File: config.mk
export PLATFORM = sky130hd
export DESIGN_NAME = cmn_seq_multiplier_flat
export DESIGN_NICKNAME = d
export VERILOG_FILES = /design/src/rtl/cmn_seq_multiplier_pkg.sv /design/src/rtl/cmn_seq_multiplier_if.sv /design/src/rtl/cmn_seq_multiplier_dpath.sv /design/src/rtl/cmn_seq_multiplier.sv /design/src/flat_wrapper.sv
export SDC_FILE = /design/constraint.sdc
export NUM_CORES = 1
export LEC_CHECK = 0
export CAP_MARGIN = 10
export CORE_AREA = 5 5 161 163
export CTS_BUF_LIST = sky130_fd_sc_hd__clkbuf_16
export DETAILED_ROUTE_END_ITERATION = 10
export DIE_AREA = 0 0 166 168
export PLACE_DENSITY = 0.82
export SYNTH_ARGS = -nofsm -noshare
export SYNTH_HDL_FRONTEND = slang
export SYNTH_SLANG_ARGS = --single-unit
export TNS_END_PERCENT = 5
File: constraint.sdc
create_clock -name clk -period 11.8 [get_ports clk]
set_input_delay 2.36 -clock clk [delete_from_list [all_inputs] [get_ports clk]]
set_output_delay 2.36 -clock clk [all_outputs]
set_load 0.01 [all_outputs]
File: src/rtl/cmn_seq_multiplier_pkg.sv
// Shared types and helpers for the sequential shift-and-add multiplier.
// Holds the control FSM state enum and the step-counter width function.
package cmn_seq_multiplier_pkg;

    typedef enum logic [1:0] {
        IDLE = 2'd0,
        CALC = 2'd1,
        DONE = 2'd2
    } cmn_seq_mul_state_t;

    // Width needed to hold the step count n/k (inclusive).
    function automatic int cmn_seq_mul_cnt_w(input int n, input int k);
        return $clog2(n / k + 1);
    endfunction

endpackage

File: src/rtl/cmn_seq_multiplier_if.sv
// Operand request and product response handshakes for the multiplier.
// master = requester/consumer side, slave = the multiplier itself.
interface cmn_seq_multiplier_if #(
    parameter int p_nbits = 32
);
    logic                   recv_val;
    logic                   recv_rdy;
    logic [p_nbits-1:0]     recv_a;
    logic [p_nbits-1:0]     recv_b;
    logic                   recv_signed;
    logic                   send_val;
    logic                   send_rdy;
    logic [2*p_nbits-1:0]   send_msg;

    modport master (
        output recv_val, recv_a, recv_b, recv_signed, send_rdy,
        input  recv_rdy, send_val, send_msg
    );

    modport slave (
        input  recv_val, recv_a, recv_b, recv_signed, send_rdy,
        output recv_rdy, send_val, send_msg
    );
endinterface

File: src/rtl/cmn_seq_multiplier_dpath.sv
// Datapath: operand magnitudes, shift registers, K-bit partial-product adder.
// Optional CMN_SEQ_MULTIPLIER_EARLY_EXIT_EN ends CALC once the multiplier empties.
module cmn_seq_multiplier_dpath
    import cmn_seq_multiplier_pkg::*;
#(
    parameter int p_nbits          = 32,
    parameter int p_bits_per_cycle = 1
) (
    input  logic                 clk,
    input  logic                 reset,
    input  logic                 load,
    input  logic                 step,
    input  logic [p_nbits-1:0]   a,
    input  logic [p_nbits-1:0]   b,
    input  logic                 sgn,
    output logic [2*p_nbits-1:0] msg,
    output logic                 last
);
    localparam int N  = p_nbits;
    localparam int K  = p_bits_per_cycle;
    localparam int CW = cmn_seq_mul_cnt_w(N, K);
    localparam logic [CW-1:0] STEPS = CW'(N / K);

    logic [2*N-1:0] a_sh_q;
    logic [N-1:0]   b_q;
    logic [2*N-1:0] acc_q;
    logic [CW-1:0]  cnt_q;
    logic           neg_q;

    logic [N-1:0]   a_mag;
    logic [N-1:0]   b_mag;
    logic [2*N-1:0] pp;
    logic [N-1:0]   b_nxt;

    // Signed operands become magnitudes; -2^(N-1) maps to 2^(N-1).
    assign a_mag = (sgn && a[N-1]) ? (~a + 1'b1) : a;
    assign b_mag = (sgn && b[N-1]) ? (~b + 1'b1) : b;
    assign b_nxt = b_q >> K;

    // Sum of the shifted multiplicand for each set bit of the low K-bit chunk.
    always_comb begin
        pp = '0;
        for (int i = 0; i < K; i++) begin
            if (b_q[i]) pp = pp + (a_sh_q << i);
        end
    end

    // Operand load on accept, one K-bit step per CALC cycle, otherwise hold.
    always_ff @(posedge clk) begin
        if (!reset) begin
            a_sh_q <= '0;
            b_q    <= '0;
            acc_q  <= '0;
            cnt_q  <= '0;
            neg_q  <= 1'b0;
        end else if (load) begin
            a_sh_q <= {{N{1'b0}}, a_mag};
            b_q    <= b_mag;
            acc_q  <= '0;
            cnt_q  <= STEPS;
            neg_q  <= sgn & (a[N-1] ^ b[N-1]);
        end else if (step) begin
            a_sh_q <= a_sh_q << K;
            b_q    <= b_nxt;
            acc_q  <= acc_q + pp;
            cnt_q  <= cnt_q - 1'b1;
        end
    end

`ifdef CMN_SEQ_MULTIPLIER_EARLY_EXIT_EN
    assign last = (cnt_q == CW'(1)) || (b_nxt == '0);
`else
    assign last = (cnt_q == CW'(1));
`endif

    assign msg = neg_q ? (~acc_q + 1'b1) : acc_q;

endmodule

File: src/rtl/cmn_seq_multiplier.sv
// Iterative signed/unsigned multiplier, full 2N-bit product, val/rdy both sides.
// Build option CMN_SEQ_MULTIPLIER_EARLY_EXIT_EN shortens CALC for small multipliers.
module cmn_seq_multiplier
    import cmn_seq_multiplier_pkg::*;
#(
    parameter int p_nbits          = 32,
    parameter int p_bits_per_cycle = 1
) (
    input  logic            clk,
    input  logic            reset,
    cmn_seq_multiplier_if.slave io
);
    cmn_seq_mul_state_t state_q;
    cmn_seq_mul_state_t state_d;

    logic load;
    logic step;
    logic last;

    // State register.
    always_ff @(posedge clk) begin
        if (!reset) state_q <= IDLE;
        else        state_q <= state_d;
    end

    // Next-state and datapath control.
    always_comb begin
        state_d = state_q;
        load    = 1'b0;
        step    = 1'b0;
        unique case (state_q)
            IDLE: begin
                if (io.recv_val) begin
                    load    = 1'b1;
                    state_d = CALC;
                end
            end
            CALC: begin
                step = 1'b1;
                if (last) state_d = DONE;
            end
            DONE: begin
                if (io.send_rdy) state_d = IDLE;
            end
            default: state_d = IDLE;
        endcase
    end

    assign io.recv_rdy = (state_q == IDLE);
    assign io.send_val = (state_q == DONE);

    cmn_seq_multiplier_dpath #(
        .p_nbits          (p_nbits),
        .p_bits_per_cycle (p_bits_per_cycle)
    ) u_dpath (
        .clk   (clk),
        .reset (reset),
        .load  (load),
        .step  (step),
        .a     (io.recv_a),
        .b     (io.recv_b),
        .sgn   (io.recv_signed),
        .msg   (io.send_msg),
        .last  (last)
    );

endmodule

File: src/flat_wrapper.sv
// flat-port wrapper written by rule: the top's interface ports become plain ports
module cmn_seq_multiplier_flat import cmn_seq_multiplier_pkg::*;
#(
    parameter int p_nbits          = 32,
    parameter int p_bits_per_cycle = 1
)
  (clk, reset, io_recv_val, io_recv_a, io_recv_b, io_recv_signed, io_send_rdy, io_recv_rdy, io_send_val, io_send_msg);
  cmn_seq_multiplier_if #(.p_nbits(p_nbits)) io_i ();
  input  logic clk;
  input  logic reset;
  input wire logic [$bits(io_i.recv_val)-1:0] io_recv_val;
  input wire logic [$bits(io_i.recv_a)-1:0] io_recv_a;
  input wire logic [$bits(io_i.recv_b)-1:0] io_recv_b;
  input wire logic [$bits(io_i.recv_signed)-1:0] io_recv_signed;
  input wire logic [$bits(io_i.send_rdy)-1:0] io_send_rdy;
  output wire logic [$bits(io_i.recv_rdy)-1:0] io_recv_rdy;
  output wire logic [$bits(io_i.send_val)-1:0] io_send_val;
  output wire logic [$bits(io_i.send_msg)-1:0] io_send_msg;
  assign io_i.recv_val = io_recv_val;
  assign io_i.recv_a = io_recv_a;
  assign io_i.recv_b = io_recv_b;
  assign io_i.recv_signed = io_recv_signed;
  assign io_i.send_rdy = io_send_rdy;
  assign io_recv_rdy = io_i.recv_rdy;
  assign io_send_val = io_i.send_val;
  assign io_send_msg = io_i.send_msg;
  cmn_seq_multiplier #(.p_nbits(p_nbits), .p_bits_per_cycle(p_bits_per_cycle)) u_core (.clk(clk), .reset(reset), .io(io_i));
endmodule
### Word level (Yosys, flattened, before mapping)

Cells that the tools add are included.

| storage, ports and cells | value |
|---|---|
| bits of input ports | 69 |
| output and inout bits | 66 |
| logic and storage cells | 48 |
| register bits | 169 |

| cells by class | value |
|---|---|
| reductions and logical operators | 6 |
| add/subtract/negate cells | 5 |
| equality and inequality tests | 6 |
| multiplexer cells | 17 |
| bitwise operators | 6 |

Operator list:

| operator | count |
|---|---|
| $mux W32 | 6 |
| $mux W64 | 2 |
| $add A32 B1 Y32 const B | 2 |
| $add A64 B1 Y64 const B | 1 |
| $add A64 B64 Y64 | 1 |
| $not A32 Y32 | 2 |
| $not A64 Y64 | 1 |
| $mux W6 | 2 |
| $eq A6 B1 Y1 const B | 1 |
| $mux W2 | 3 |
| $pmux W2 S3 | 1 |
| $sub A6 B1 Y6 const B | 1 |
| $ne A2 B2 Y1 const B | 2 |
| $mux W1 | 3 |
| $reduce_and A3 Y1 | 1 |
| $eq A2 B1 Y1 const B | 1 |
| $eq A2 B2 Y1 const B | 1 |
| $logic_and A1 B1 Y1 | 2 |
| $logic_not A2 Y1 | 1 |
| $ne A2 B1 Y1 const B | 1 |
| $reduce_bool A2 Y1 | 1 |
| $reduce_or A2 Y1 | 1 |
| $and A1 B1 Y1 | 1 |
| $not A1 Y1 | 1 |
| $xor A1 B1 Y1 | 1 |

### Logic depth before layout (Yosys ltp)

Gate-level depths: netlist (run 1).

| logic depth | value |
|---|---|
| word-level depth | 4 |
| gate-level depth with buffers | 16 |
| depth with buffers taken out | 14 |

### Cells and area by module

A second synthesis (run 1) with hierarchy kept.

| second synthesis, totals | value |
|---|---|
| cell total of the unflattened synthesis | 1,621 |
| area, all modules | 12,873.6 sq um |

By module, submodules not included:

| module | area each (sq um) | times used | cells each |
|---|---|---|---|
| cmn_seq_multiplier_dpath | 12,762.2 | 1 | 1,609 |
| cmn_seq_multiplier | 111.4 | 1 | 12 |

### Worst setup path after synthesis (run 1)

No wires, ideal clock.

| path | value |
|---|---|
| path type | register -> output |
| start point | reg u_core.u_dpath.acc_q[10] |
| end point | out io_send_msg[57] |
| buffers on the path | 0 |
| path slack | 6.415 ns |
| cell stages (with the launch flop) | 11 |
| arrival | 3.025 ns |
| cells stage by stage | dfxtp_1 or4_4 nor4_4 nand4_2 or2_4 nor3_4 nand3_2 or3_4 or3_4 o31ai_4 xnor2_1 |

| between the ends | value |
|---|---|
| word-level cells in the longest chain between the ends | 3 |

Ends and longest elaborated chain:

| item | RTL line | source |
|---|---|---|
| from (decl) | cmn_seq_multiplier_dpath.sv:26 | `logic [2*N-1:0] acc_q;` |
| from (signal assigned) | cmn_seq_multiplier_dpath.sv:65 | `acc_q <= acc_q + pp;` |
| $not A64 Y64 | cmn_seq_multiplier_dpath.sv:76 | `assign msg = neg_q ? (~acc_q + 1'b1) : acc_q;` |
| $add A64 B1 Y64 | cmn_seq_multiplier_dpath.sv:76 |  |
| $mux W64 | cmn_seq_multiplier_dpath.sv:76 |  |
| to (decl) | flat_wrapper.sv:18 | `output wire logic [$bits(io_i.send_msg)-1:0] io_send_msg;` |

No other way between the ends.

### Final worst setup path (run 1)

| path | value |
|---|---|
| start point | reg u_core.u_dpath.acc_q[15] |
| end point | out io_send_msg[57] |

Same word-level chain as after synthesis.

==> impl_metrics.ini, run 1 <==
[outcome]
status = finished, final reports clean

[finish]
num_antenna_cells = 0
n_fill_cell = 2122
fin_nets = 1997
drive_above_1_share = 0.0353
areaGrowthSynthToFinish_pct = 15.5
final_util = 0.630

[grt]
grt_usage = 0.259
grt_first_pass_wirelength_um = 61300
antenna_found_initial = 0
grt_overflow_total = 0
grt_max_degree = 88
grt_pass1_vias = 12200

[floorplan]
die_h_um = 168
core_area_um2 = 24200
dieArea_um2 = 27900
rows = 57
start_util = 0.546
io_pins = 135
die_w_um = 166

[clock_tree]
clock_latency_ps = 430
hold_buffers = 0
cts_setup_buffers = 0
root_buffer = clkbuf_16
cts_buffers = 17
cts_tree = built
cts_resized = 0
cts.htree.levels = 4
clkTransAtPathRegs_ps = 70
cts_sinks = 169
clk_path_buf_depth = 2

[setup_path]
worst-r2r-setup-slack_ps = 6970
cp.depth = 11
cpMostUsedCell = or3_4
cp_data_arrival_time_ps = 4380
cp_cell_sequence = or4_1, nor4_4, nand4_2, or2_4, nor3_4, nand3_2, or3_4, or3_4, o31ai_4, xnor2_1, clkdlybuf4s50_1
cp_max_fo = 7
cp_slowest_stage_delay_ps = 640
rr_worst_depth = 14
critPathTopFamily = simple AND/OR/NAND/NOR gates
cp.required_ps = 9440
cp_num_buf_inv = 1
crit_type = reg2out
critPathLaunchType = register
end_kind = primary output
crit_slowest_cell = or4_1

[sta]
rsz0062_at_grt = false
tightest_slew_ps = 940
period_needed_ps = 6740
drv_slew = 0
setup_violations = 0
finalHoldViolCount = 0
hold_ws_ps = 461
setup_tns_ps = 0
slew-limit-headroom = 0.373
fmax_mhz = 148
fin_crit_sh = 0.571
skew_ps = 12.2

[logic_synthesis]
synth_area_um2 = 13200
syn-num-nets = 1947
synth_top_flop_cell = dfxtp_1
ys_seq_area_frac = 0.256
synth_most_common_cell = nand2_1
postSynthCellCount = 1809
postSynthAreaPerCell_um2 = 7.30
yosys.cell_types.count = 64
ys_warn_count = 0
ys_ff_latch = 169
synth_commonest_cells = nand2_1 (377), a21oi_1 (174), dfxtp_1 (169), xnor2_1 (135), clkbuf_1 (104)
synth_edf_count = 0
synth_largest_area_cell = dfxtp_1
ys_top_cells_by_area = dfxtp_1 (26%), nand2_1 (11%), xnor2_1 (9.0%), a21oi_1 (6.6%), ha_1 (6.4%)
synthArstFlopShare = 0
synth_top_area_frac = 0.256

[run]
maxCapViolations = 0

[pwr]
power_leakage_nw = 6.40
power_density_nw_per_um2 = 98.4
ir_worst_vdd_mv = 0.0813
total_power_w = 0.00150

[drt]
wire_per_inst_um = 17.2
wl_met2_um = 16900
routed.top_layer = met4
m1WireLength_um = 16800
drt_iter0_drc = 1193
drtAntennaViolNets = 0
vias = 13300
first_pass_iters = 6
wl_met3_um = 3650
viasPerCell = 6.08
drc = 0
routed_wl_um = 37800

[placement]
dp_hpwl_um = 27800
place.gp.congestion = 0.955
io_buffers = 134

[hold_path]
min_path_type = reg2reg
whs_path_depth = 2
[metrics by stage]
| stage | setup slack (ps) | cell area (um^2) | std cells |
|---|---|---|---|
| floorplan | 6410 | 13200 | 1809 |
| global placement | 5610 | 14600 | 2164 |
| detailed placement | 5530 | 14600 | 2164 |
| CTS | 5050 | 15200 | 2196 |
| global route | 4880 | 15200 | 2196 |
| finish | 5060 | 15200 | 2196 |
[layout make-up]
class                   instances  area (um^2)  area share
clock buffers                  17          425      0.0279
clock inverters                15          201      0.0132
inverters                      32          120     0.00788
multi-input cells            1495         9290       0.610
flip-flops and latches        169         3380       0.222
well taps                     324          405      0.0266
repair buffers                144         1410      0.0926
[report_power, final]
part	switching, W	internal (W)	total, W
Combinational	0.000166	0.000111	0.000278
Clock	0.000247	0.000355	0.000603
Sequential	0.0000220	0.000597	0.000619
[registers in the layout, summed over array words and instances, names as in the netlist]
register	cells
u_core.u_dpath.neg_q	1
u_core.u_dpath.cnt_q	6
u_core.u_dpath.a_sh_q	64
u_core.u_dpath.acc_q	64
u_core.state_q	2
u_core.u_dpath.b_q	32
[cell usage in the layout (no fill, tap or decap), types with 12 or more instances in the layout]
master | netlist | final
nand4_1 | 21 | 21
o21ai_0 | 74 | 74
nor2_1 | 75 | 75
clkdlybuf4s50_1 | 0 | 133
a211oi_1 | 13 | 13
a21boi_0 | 12 | 12
o211a_1 | 53 | 53
xnor2_1 | 135 | 135
o41ai_1 | 15 | 15
o31ai_1 | 34 | 34
nor3_1 | 29 | 29
nand2_1 | 377 | 375
xor2_1 | 43 | 43
or3_1 | 22 | 22
inv_1 | 32 | 33
a21o_1 | 38 | 38
dfxtp_1 | 169 | 168
a31oi_1 | 12 | 12
a21oi_1 | 174 | 174
o21bai_1 | 15 | 15
nand3_1 | 89 | 89
clkbuf_16 | 0 | 17
ha_1 | 68 | 68
and2_1 | 72 | 72
[tightest hold or removal path: stages (launching register included)]
cell and delay [ps]:
dfxtp_1 320, nand2_1 50, a21oi_1 50
[final timing paths]
check                       startpoint                         to
max           u_core.u_dpath.acc_q[15]            io_send_msg[57]
min          u_core.u_dpath.a_sh_q[41]  u_core.u_dpath.a_sh_q[42]
max reg2reg      u_core.u_dpath.b_q[0]   u_core.u_dpath.acc_q[55]
min reg2reg  u_core.u_dpath.a_sh_q[41]  u_core.u_dpath.a_sh_q[42]
[layer usage]
| metal | vias to the layer above | GRT usage |
|---|---|---|
| li1 | 6478 | - |
| met4 | 0 | 0.0481 |
| met3 | 47 | 0.0560 |
| met5 | - | 0 |
| met1 | 6242 | 0.362 |
| met2 | 582 | 0.417 |
[kinds of logic (layout without fill, tap and decap cells)]
logic type                 after synthesis  count (layout)  share of synthesized area
AOI/OAI and AO/OA                      488             488                      0.246
xor gates and xnor gates               178             178                      0.118
adders and majority gates               69              69                     0.0660
buffers and inverters                  145             208                     0.0416
DFF                                    169             169                      0.256
muxes                                    3               3                    0.00237
and+or+nand+nor                        757             757                      0.269
(Power assumes the default switching activity.)
==> run 2: changes to the inputs <==
Settings changed: CORE_AREA 5 5 161 163 to 5 5 164 166, DIE_AREA 0 0 166 168 to 0 0 169 171, PLACE_DENSITY 0.82 to 0.83.
Clock period 11.8 ns to 5.66 ns, I/O delays scaled along.
==> run 2 against run 1 <==
Clock skew fell by 3.1 ps. Worst hold slack lost 2.0 ps. Combinational power grew 110%. Sequential power up 110%. Global-route usage shrank 0.76 points. Highest routed layer unchanged. Count of clock-buffer cells in the layout unchanged. Largest power group unchanged. Power rose by 100%. Critical path depth did not move. Utilization fell by 3.3 points. Clock power grew 87%.
==> impl_metrics.ini, run 2 (synthesis results as in run 1) <==
[outcome]
status = finished, final reports clean

[floorplan]
core_area_um2 = 25500
start_util = 0.518
io_pins = 135
rows = 59
die_h_um = 171
dieArea_um2 = 28900
die_w_um = 169

[setup_path]
reg2reg_from = u_core.u_dpath.b_q[0]
end_kind = primary output
cp_max_fo = 7
rr_endpoint = u_core.u_dpath.acc_q[58]
cp.required_ps = 4530
worst-r2r-setup-slack_ps = 1360
critPathLaunchType = register
crit_type = reg2out
cp_data_arrival_time_ps = 4310
rr_worst_depth = 14

[finish]
num_antenna_cells = 0
stdcell_count = 2210
n_fill_cell = 2260
areaGrowthSynthToFinish_pct = 15.2
top_regs = u_core.u_dpath.a_sh_q (64), u_core.u_dpath.acc_q (64), u_core.u_dpath.b_q (32)
final_cell_mix = nand2_1 (375), a21oi_1 (174), dfxtp_1 (168)
drive_above_1_share = 0.0368
final_common_cell = nand2_1
finish.instance_area_um2 = 15200
fin_nets = 2000

[drt]
routed_wl_um = 37700
drtAntennaViolNets = 0
drc = 0
wire_per_inst_um = 17.1
first_pass_iters = 5
drt_iter0_drc = 1120
vias = 13200
viasPerCell = 5.97

[clock_tree]
cts.htree.levels = 4
clock_latency_ps = 430
cts_resized = 0
clkTransAtPathRegs_ps = 70
clk_path_buf_depth = 2
root_buffer = clkbuf_16
cts_buffers = 17
hold_buffers = 0
cts_sinks = 169
cts_tree = built
cts_setup_buffers = 0

[sta]
fmax_mhz = 184
finalHoldViolCount = 0
rsz0062_at_grt = false
slew-limit-headroom = 0.230
setup_ws_ps = 221
period_needed_ps = 5440
tightest_slew_ps = 1150
fin_crit_sh = 0.961
skew_ps = 9.13
drv_slew = 0
setup_tns_ps = 0
setup_violations = 0

[placement]
place.gp.congestion = 0.962
dp_cells = 2178
dpl_worst_slack_ps = 710
io_buffers = 134
dp_hpwl_um = 28100
place_area_um2 = 14700

[pwr]
power_density_nw_per_um2 = 198
power_leakage_nw = 6.39
ir_worst_vdd_mv = 0.147

[grt]
grt_first_pass_wirelength_um = 60600
grt_overflow_total = 0
grt_usage = 0.251
grt_pass1_vias = 12300
grt_max_degree = 102
antenna_found_initial = 0

[hold_path]
whs_path_depth = 2
hold-path-endpoint = u_core.u_dpath.a_sh_q[63]
hold_path.startpoint = u_core.u_dpath.a_sh_q[63]
min_path_type = reg2reg

[run]
maxCapViolations = 0
## run 2: power breakdown
group	switching [W]	leakage, nW	internal [W]
sequential	0.0000439	1.38	0.00125
clock	0.000525	0.264	0.000606
combinational	0.000354	4.74	0.000237
## run 2: metal layers
metal,global-route usage,routed length [um],part of all wire,up-vias
li1,-,-,-,6474
met2,0.418,17300,0.46,488
met3,0.0349,2750,0.073,47
met5,0,0,0,-
met4,0.0700,724,0.019,0
met1,0.344,16900,0.45,6184
## run 2: how the worst max path moves through the flow
stage	from	end	slack, ps	cells past startpoint
2_1_floorplan	u_core.u_dpath.acc_q[10]	io_send_msg[57]	1500	10
3_3_place_gp	u_core.u_dpath.acc_q[15]	io_send_msg[57]	790	11
3_5_place_dp	u_core.u_dpath.acc_q[15]	io_send_msg[63]	710	11
4_1_cts	u_core.u_dpath.acc_q[15]	io_send_msg[63]	230	11
5_1_grt	u_core.u_dpath.acc_q[15]	io_send_msg[63]	90	11
6_report	u_core.u_dpath.acc_q[15]	io_send_msg[63]	220	11
## run 2: layout make-up
cell class                 instances  area [um^2]  area share
clock buffer                      17          425      0.0280
timing repair buffer             147         1430      0.0943
inverter                          32          120     0.00790
tap                              335          419      0.0276
clock inverter                    15          130     0.00856
multi-input combinational       1495         9290       0.611
sequential                       169         3380       0.223
## run 2: worst max-delay path, cell delays in order (launching register included)
cell and delay [ps]:
dfxtp_1 380, or4_1 660, nor4_4 310, nand4_2 180, or2_4 320, nor3_4 160
nand3_2 120, or3_4 440, or3_4 390, o31ai_4 190, xnor2_1 150, clkdlybuf4s50_1 560
## run 2: through the flow
| stage | total power, W | utilization | hold slack [ps] |
|---|---|---|---|
| 6_report | 0.00301 | 0.597 | 459 |
| 5_1_grt | 0.00312 | 0.597 | 483 |
| 4_1_cts | 0.00301 | 0.597 | 461 |
| 3_5_place_dp | 0.00190 | 0.575 | 451 |
| 3_3_place_gp | 0.00188 | 0.575 | 445 |
| 2_1_floorplan | 0.00169 | - | 437 |
==> run 3: changes to the inputs <==
Settings changed: CORE_AREA 5 5 164 166 to 5 5 173 158, DIE_AREA 0 0 169 171 to 0 0 178 163, PLACE_DENSITY 0.83 to 0.82.
==> run 3 against run 2 <==
Worst hold slack worse by 0.86 ps. Fmax is 0.35% lower. Routed wire length is 1.8% lower. First-iteration DRC count is 5.7% higher. Largest cell class unchanged. Largest power group unchanged. Highest routed layer is now met5.
==> impl_metrics.ini, run 3 (synthesis results as in run 1) <==
[outcome]
status = finished, final reports clean

[floorplan]
die_h_um = 163
start_util = 0.516
rows = 56
core_area_um2 = 25600
dieArea_um2 = 29000
io_pins = 135
die_w_um = 178

[clock_tree]
clkTransAtPathRegs_ps = 70
root_buffer = clkbuf_16
cts_buffers = 17
hold_buffers = 0
cts_tree = built
cts_sinks = 169
cts.htree.levels = 4
cts_resized = 0
clk_path_buf_depth = 2
cts_setup_buffers = 0
clock_latency_ps = 440

[drt]
drtAntennaViolNets = 0
first_pass_iters = 5
vias = 13200
routed_wl_um = 37000
viasPerCell = 5.94
drt_iter0_drc = 1184
drc = 0
wire_per_inst_um = 16.6

[finish]
final_common_cell = nand2_1
final_cell_mix = nand2_1 (375), a21oi_1 (174), dfxtp_1 (168)
num_antenna_cells = 0
top_regs = u_core.u_dpath.a_sh_q (64), u_core.u_dpath.acc_q (64), u_core.u_dpath.b_q (32)
areaGrowthSynthToFinish_pct = 15.7
stdcell_count = 2224
fin_nets = 2001
drive_above_1_share = 0.0378

[setup_path]
cp.required_ps = 4530
crit_type = reg2out
cp_max_fo = 7
reg2reg_from = u_core.u_dpath.b_q[0]
end_kind = primary output
worst-r2r-setup-slack_ps = 1120
cp_data_arrival_time_ps = 4330
crit_start = u_core.u_dpath.acc_q[15]
critPathLaunchType = register

[grt]
grt_max_degree = 157
grt_first_pass_wirelength_um = 60200
grt_usage = 0.250
grt_overflow_total = 0
grt_pass1_vias = 12000
antenna_found_initial = 2

[hold_path]
hold_path.startpoint = u_core.u_dpath.a_sh_q[63]
min_path_type = reg2reg

[sta]
setup_violations = 0
fmax_mhz = 183
period_needed_ps = 5460
finalHoldViolCount = 0
fin_crit_sh = 0.964
rsz0062_at_grt = false
setup_tns_ps = 0
skew_ps = 13.5
drv_slew = 0
tightest_slew_ps = 1140
slew-limit-headroom = 0.241

[pwr]
power_density_nw_per_um2 = 201
ir_worst_vdd_mv = 0.169
power_leakage_nw = 6.41

[run]
maxCapViolations = 0

[placement]
dp_cells = 2192
place.gp.congestion = 0.967
dp_hpwl_um = 27500
io_buffers = 134
-- run 3: cell types whose count changed in the layout (fill, tap and decap cells not counted) --
cell	change
clkinv_2	-2
inv_6	+3
bufinv_16	+1
inv_1	-1
buf_12	+1
clkinvlp_4	-1
-- run 3: cell type report --
class	instances	area, um^2
fillers	2252	10300
multi-input cells	1495	9290
flip-flops and latches	169	3380
repair buffers	148	1450
well taps	348	435
clock buffers	17	425
clock inverters	15	165
inverters	32	120
-- run 3: per-layer routing --
| layer | GRT usage | wire length, um | vias to the layer above |
|---|---|---|---|
| li1 | - | - | 6489 |
| met4 | 0.0545 | 405 | 4 |
| met5 | 0 | 25 | - |
| met3 | 0.0564 | 3410 | 41 |
| met1 | 0.349 | 16600 | 6173 |
| met2 | 0.395 | 16500 | 510 |
-- run 3: power by group --
part / switching, W / total (W) / internal (W) / leakage [nW]
Combinational: 0.000349 / 0.000588 / 0.000240 / 4.75
Sequential: 0.0000432 / 0.00129 / 0.00125 / 1.38
Clock: 0.000532 / 0.00119 / 0.000658 / 0.279
-- run 3: worst max-delay path, stage by stage (launching register included) --
cell	delay, ps
dfxtp_1	380
or4_1	670
nor4_4	320
nand4_2	180
or2_4	310
nor3_4	150
nand3_2	130
or3_4	430
or3_4	390
o31ai_4	190
xnor2_1	150
clkdlybuf4s50_1	580
-- run 3: path summary, 6_finish.rpt --
check        cells after the start                         to
max                             11            io_send_msg[63]
max reg2reg                     15   u_core.u_dpath.acc_q[58]
min reg2reg                      2  u_core.u_dpath.a_sh_q[63]
min                              2  u_core.u_dpath.a_sh_q[63]
-- run 3: metrics by stage --
step	utilization	hold slack [ps]	power, W	worst slack [ps]	area, um^2
detailed placement	0.574	448	0.00190	689	14700
floorplan	-	437	0.00169	1500	13200
finish	0.597	458	0.00307	202	15300
global placement	0.574	449	0.00188	773	14700
global route	0.597	482	0.00320	43.3	15300
CTS	0.597	459	0.00308	207	15300
